$ cat config.mk
export PLATFORM = sky130hd
export DESIGN_NAME = rf_access_ctrl
export DESIGN_NICKNAME = d
export VERILOG_FILES = /design/src/rtl/rf_ctrl_pkg.sv /design/src/rtl/rf_access_ctrl_rr_arbiter.sv /design/src/rtl/rf_access_ctrl.sv
export SDC_FILE = /design/constraint.sdc
export NUM_CORES = 1
export LEC_CHECK = 0
export CAP_MARGIN = 10
export CORE_MARGIN = 5
export CORE_UTILIZATION = 31
export CTS_BUF_LIST = sky130_fd_sc_hd__clkbuf_16
export CTS_CLUSTER_DIAMETER = 200
export DETAILED_ROUTE_END_ITERATION = 16
export PLACE_DENSITY = 0.78
export SLEW_MARGIN = 20
export SYNTH_ARGS = -nofsm -noshare
export SYNTH_HDL_FRONTEND = slang
export SYNTH_HIERARCHICAL = 1
export SYNTH_SLANG_ARGS = --single-unit
export TNS_END_PERCENT = 5
$ cat constraint.sdc
create_clock -name clk -period 1.7 [get_ports clk]
set_clock_uncertainty 0.1 [all_clocks]
set_input_delay 0.17 -clock clk [delete_from_list [all_inputs] [get_ports clk]]
set_output_delay 0.17 -clock clk [all_outputs]
set_load 0.02 [all_outputs]
$ cat src/rtl/rf_ctrl_pkg.sv
// Shared types and default widths for the register-file access controller.
// Holds the read-sequencer state encoding used by rf_access_ctrl.
package rf_ctrl_pkg;

    localparam int DEF_ADDR_WIDTH = 5;
    localparam int DEF_DATA_WIDTH = 32;

    typedef enum logic [1:0] {
        IDLE  = 2'd0,
        READ1 = 2'd1,
        READ2 = 2'd2,
        RESP  = 2'd3
    } rd_state_e;

endpackage

$ cat src/rtl/rf_access_ctrl_rr_arbiter.sv
// Round-robin arbiter: grants the first valid requester at or above the
// pointer (with wrap), then moves the pointer just past the winner.
module rr_arbiter
    import rf_ctrl_pkg::*;
#(
    parameter int NUM_REQ = 2,
    localparam int IDX_W = (NUM_REQ > 1) ? $clog2(NUM_REQ) : 1
) (
    input  logic               clk,
    input  logic               rst,
    input  logic [NUM_REQ-1:0] valid,
    output logic [NUM_REQ-1:0] grant,
    output logic               grant_valid
);

    logic [IDX_W-1:0] ptr_q;
    logic [IDX_W-1:0] ptr_d;
    logic [IDX_W-1:0] grant_idx;
    int               cand;

    // Grants are suppressed while in reset so nothing is acknowledged.
    always_comb begin
        grant       = '0;
        grant_valid = 1'b0;
        grant_idx   = '0;
        cand        = 0;
        ptr_d       = ptr_q;
        for (int i = 0; i < NUM_REQ; i++) begin
            cand = int'(ptr_q) + i;
            if (cand >= NUM_REQ) begin
                cand = cand - NUM_REQ;
            end
            if (!grant_valid && !rst && valid[IDX_W'(cand)]) begin
                grant_valid             = 1'b1;
                grant_idx               = IDX_W'(cand);
                grant[IDX_W'(cand)]     = 1'b1;
            end
        end
        if (grant_valid) begin
            ptr_d = (int'(grant_idx) == NUM_REQ - 1) ? '0 : grant_idx + 1'b1;
        end
    end

    always_ff @(posedge clk) begin
        if (rst) begin
            ptr_q <= '0;
        end else begin
            ptr_q <= ptr_d;
        end
    end

endmodule

$ cat src/rtl/rf_access_ctrl.sv
// Register-file port controller: round-robin shared write port and a
// two-read operand sequencer. Optional write-to-read bypass: RF_CTRL_BYPASS_EN.
module rf_access_ctrl
    import rf_ctrl_pkg::*;
#(
    parameter int ADDR_WIDTH = DEF_ADDR_WIDTH,
    parameter int DATA_WIDTH = DEF_DATA_WIDTH,
    parameter int NUM_WR     = 2
) (
    input  logic                         clk,
    input  logic                         rst,
    input  logic                         rd_req_valid,
    output logic                         rd_req_ready,
    input  logic [ADDR_WIDTH-1:0]        rd_rs1,
    input  logic [ADDR_WIDTH-1:0]        rd_rs2,
    output logic                         rd_rsp_valid,
    input  logic                         rd_rsp_ready,
    output logic [DATA_WIDTH-1:0]        rd_op1,
    output logic [DATA_WIDTH-1:0]        rd_op2,
    input  logic [NUM_WR-1:0]            wr_valid,
    output logic [NUM_WR-1:0]            wr_ready,
    input  logic [NUM_WR*ADDR_WIDTH-1:0] wr_addr,
    input  logic [NUM_WR*DATA_WIDTH-1:0] wr_data,
    output logic                         rf_wen,
    output logic [ADDR_WIDTH-1:0]        rf_waddr,
    output logic [DATA_WIDTH-1:0]        rf_wdata,
    output logic [ADDR_WIDTH-1:0]        rf_raddr,
    input  logic [DATA_WIDTH-1:0]        rf_rdata
);

    logic [NUM_WR-1:0]     grant;
    logic                  grant_valid;

    rd_state_e             state_q, state_d;
    logic [ADDR_WIDTH-1:0] rs1_q, rs1_d;
    logic [ADDR_WIDTH-1:0] rs2_q, rs2_d;
    logic [DATA_WIDTH-1:0] op1_q, op1_d;
    logic [DATA_WIDTH-1:0] op2_q, op2_d;
    logic [DATA_WIDTH-1:0] cap_data;

    rr_arbiter #(
        .NUM_REQ (NUM_WR)
    ) u_arb (
        .clk         (clk),
        .rst         (rst),
        .valid       (wr_valid),
        .grant       (grant),
        .grant_valid (grant_valid)
    );

    // Writes to r0 are acknowledged to the requester but never reach the RF.
    always_comb begin
        wr_ready = grant;
        rf_waddr = '0;
        rf_wdata = '0;
        for (int i = 0; i < NUM_WR; i++) begin
            if (grant[i]) begin
                rf_waddr = wr_addr[i*ADDR_WIDTH +: ADDR_WIDTH];
                rf_wdata = wr_data[i*DATA_WIDTH +: DATA_WIDTH];
            end
        end
        rf_wen = grant_valid && (rf_waddr != '0);
    end

    always_comb begin
        rf_raddr = '0;
        if (state_q == READ1) begin
            rf_raddr = rs1_q;
        end else if (state_q == READ2) begin
            rf_raddr = rs2_q;
        end
    end

    always_comb begin
        cap_data = rf_rdata;
`ifdef RF_CTRL_BYPASS_EN
        if (rf_wen && (rf_waddr == rf_raddr)) begin
            cap_data = rf_wdata;
        end
`else
`endif
        if (rf_raddr == '0) begin
            cap_data = '0;
        end
    end

    always_comb begin
        state_d      = state_q;
        rs1_d        = rs1_q;
        rs2_d        = rs2_q;
        op1_d        = op1_q;
        op2_d        = op2_q;
        rd_req_ready = 1'b0;
        rd_rsp_valid = 1'b0;
        case (state_q)
            IDLE: begin
                rd_req_ready = 1'b1;
                if (rd_req_valid) begin
                    rs1_d   = rd_rs1;
                    rs2_d   = rd_rs2;
                    state_d = READ1;
                end
            end
            READ1: begin
                op1_d   = cap_data;
                state_d = READ2;
            end
            READ2: begin
                op2_d   = cap_data;
                state_d = RESP;
            end
            RESP: begin
                rd_rsp_valid = 1'b1;
                if (rd_rsp_ready) begin
                    state_d = IDLE;
                end
            end
            default: begin
                state_d = IDLE;
            end
        endcase
    end

    always_ff @(posedge clk) begin
        if (rst) begin
            state_q <= IDLE;
            rs1_q   <= '0;
            rs2_q   <= '0;
            op1_q   <= '0;
            op2_q   <= '0;
        end else begin
            state_q <= state_d;
            rs1_q   <= rs1_d;
            rs2_q   <= rs2_d;
            op1_q   <= op1_d;
            op2_q   <= op2_d;
        end
    end

    assign rd_op1 = op1_q;
    assign rd_op2 = op2_q;

endmodule

==> flow_metrics.py <==
metrics = {
    "drt": {
        "drc": 0,
        "vias": 3514,
        "firstDrtPassIters": 5,
        "post_drt_via_cell_ratio": 5.00,
        "antenna_left": 0,
        "routedWlPerCell_um": 18.4,
        "drtIter0Drc": 195,
        "drt_wl_total_mm": 12.9,
    },
    "timing": {
        "rsz0062_at_grt": "true",
        "max_clock_freq_ghz": 0.425,
        "maxSlewViolCount": 0,
        "worst_pin_slew_ps": 524,
        "hold_viol_final": 0,
        "maxSlewHeadroom_pct": 65.0,
        "setup_slack_ps": -650,
        "fin_crit_ps": 2350,
        "setup_violations": 91,
        "fin_setup_tns_ps": -15020,
        "hold_slack_ps": 152,
        "finalCritPeriodShare_pct": 138,
    },
    "setup_path": {
        "crit_buf_inv": 1,
        "setup.worst_path.start_class": "flip-flop",
        "crit_arrival_ps": 2080,
        "cp_slowest_stage_delay_ps": 510,
        "cpMaxStageDelayCell": "or4_4",
        "crit_chain": "and2b_2 -> nor2b_4 -> a22o_4 -> or4_4 -> o21a_4 -> buf_6",
        "worstSetupEndpointType": "output pin",
        "cp.required_ps": 1430,
        "critical_path_class": "reg -> out",
        "crit_family": "simple AND/OR/NAND/NOR gates",
        "cp_max_fo": 5,
    },
    "logic_synthesis": {
        "syn_area_per_cell_um2": 9.72,
        "synth_top_area_share_pct": 49.7,
        "yosysMostFrequentCell": "dfxtp_1",
        "ys_dominant_reg_cell": "dfxtp_1",
        "netlist_area_um2": 3100,
        "yosys-top-cells-count": "dfxtp_1 (77), a22o_1 (68), nor2_1 (36)",
        "ys_seq_elements": 77,
        "yosysWarnings": 6,
        "synth_edf_count": 0,
        "seq_area_frac_synth_pct": 49.7,
        "syn_inst": 319,
        "async_flop_share_pct": 0,
        "synth.distinct_cells": 31,
        "synth.largest_area_cell": "dfxtp_1",
        "syn_nets": 445,
        "synth_area_leaders": "dfxtp_1 (50%), a22o_1 (19%), a22oi_1 (7.7%)",
    },
    "clock_network": {
        "clock-root-buffer": "clkbuf_16",
        "cts_tree": "yes",
        "worst_skew_pair.late_latency_ps": 320,
        "cts.sinks": 77,
        "cts_buffer_depth": 2,
        "path_clk_slew_ps": 60,
        "cts_made_buffers": 9,
        "htree_levels": 3,
    },
    "status": {
        "status": "finished, violations left",
        "violations": "setup timing",
    },
    "finish": {
        "drive_gt1_share_pct": 24.9,
        "synthToLayoutAreaGrowth_pct": 100,
        "fillerInstances": 821,
        "diodes": 0,
        "finalInstanceArea_um2": 6210,
        "multi_input_area_um2": 1610,
        "nets": 691,
        "final-seq-area_um2": 1550,
    },
    "floorplanning": {
        "die_h_um": 110,
        "io_pins": 233,
        "start_util_pct": 31.7,
        "core_um2": 9770,
        "rows": 36,
        "die_w_um": 110,
        "die_area_um2": 12100,
    },
    "power": {
        "total_power_w": 0.00722,
        "power_leakage_nw": 2.40,
        "p_int_w": 0.00467,
        "power.density_nw_per_um2": 1160,
        "p_sw_share_pct": 35.3,
        "clkPwrFrac_pct": 25.0,
        "vdd_drop_max_uv": 672,
        "comb_power_share_pct": 42.9,
        "netSwitchingPower_w": 0.00255,
        "power_frac_seq_pct": 32.1,
    },
    "global_route": {
        "grt_max_degree": 48,
        "antenna_found_initial": 0,
        "grt-ovfl-total": 0,
        "grt_pass1_vias": 3634,
        "grt_pass1_wl_mm": 18.7,
        "gr-usage-all-layers_pct": 19.7,
    },
    "place": {
        "gp_congestion": 0.783,
        "dp_hpwl_mm": 9.67,
        "place_area_um2": 5680,
        "io_buffer_count": 230,
    },
    "min_path": {
        "hp-class": "in -> reg",
    },
    "run": {
        "drv_cap": 0,
    },
}
## state kept, by name, summed over array words and instances (netlist names), named ones only
signal,cells
rd_op1,32
rd_op2,32
rs1_q,5
rs2_q,5
state_q,2
## logic make-up (layout without fill, tap and decap cells)
logic type | count (synthesis) | in the layout | share of synthesized area [%]
AOI/OAI and AO/OA | 121 | 121 | 31.8
xor gates and xnor gates | 1 | 1 | 0.283
muxes | 1 | 1 | 0.323
other | 1 | 1 | 0.121
buffers and inverters | 33 | 284 | 4.96
adders and majority gates | 4 | 4 | 1.61
DFF | 77 | 77 | 49.7
and+or+nand+nor | 81 | 81 | 11.2
## layout by cell type (no fill, tap or decap), types with 2 or more instances in the layout
cell / n
o21ai_2: 2
buf_4: 29
buf_12: 2
nor2b_4: 2
dfxtp_1: 73
dfxtp_2: 2
a22oi_1: 10
clkinvlp_4: 2
nor2_1: 35
ha_4: 2
buf_2: 9
nand2_1: 34
a22oi_2: 22
nor3_1: 2
o21a_4: 2
dlygate4sd2_1: 3
inv_2: 2
o21ai_1: 3
buf_6: 16
a22o_1: 65
or4_4: 2
and2b_2: 2
clkdlybuf4s50_1: 182
inv_6: 2
a22o_4: 3
clkdlybuf4s15_2: 20
clkbuf_16: 9
a21oi_1: 11
inv_1: 3
dfxtp_4: 2
## metal layers
metal	GRT usage [%]	part of all wire, %
met5	0	0
met4	4.19	0.72
met3	7.45	10
met2	36.7	52
met1	21.0	37
## power groups by stage
stage	logic (W)	registers (W)	clock network, W
2_1_floorplan	0.00121	0.00257	0
4_1_cts	0.00293	0.00228	0.00183
3_5_place_dp	0.00290	0.00231	0
5_1_grt	0.00333	0.00236	0.00190
6_report	0.00310	0.00232	0.00180
3_3_place_gp	0.00285	0.00230	0
## worst paths after layout
check,start,end,slack [ps],cells after the start
max,flip-flop,rf_wen,-650,6
min reg2reg,rd_op2[29],rd_op2[29],380,1
min,wr_valid[0],flip-flop,150,3
max reg2reg,rs1_q[0],rd_op2[0],-130,5
## worst register-to-register path: cells and delay by family, from the launching register on
family / cells / cell delay (ps)
flops: 1 / 320
compound gates: 3 / 530
simple gates: 1 / 570
buf+inv: 1 / 210
## repair_timing
item                                   4_1_cts  5_1_grt
hold buffers                                 0        0
buffers inserted                             2        5
pin swaps                                    2       37
resized for setup                          155       73
setup endpoints to repair                  110      108
endpoints found under the hold margin        0        0
## area by class of cell
type | count | share of cell area, %
Timing Repair Buffer | 263 | 41.5
Multi-Input combinational cell | 209 | 26.0
Sequential cell | 77 | 25.0
Clock buffer | 9 | 3.63
Tap cell | 133 | 2.68
Clock inverter | 7 | 0.907
Inverter | 5 | 0.302
## through the flow
step | util, % | instances | setup WS, ps
CTS | 61.8 | 699 | -655
detailed placement | 58.1 | 681 | -1200
global route | 63.5 | 703 | -695
floorplan | - | 319 | -424
finish | 63.5 | 703 | -650
global placement | 58.1 | 681 | -1150
No activity file was read; power rests on OpenSTA's default activity.
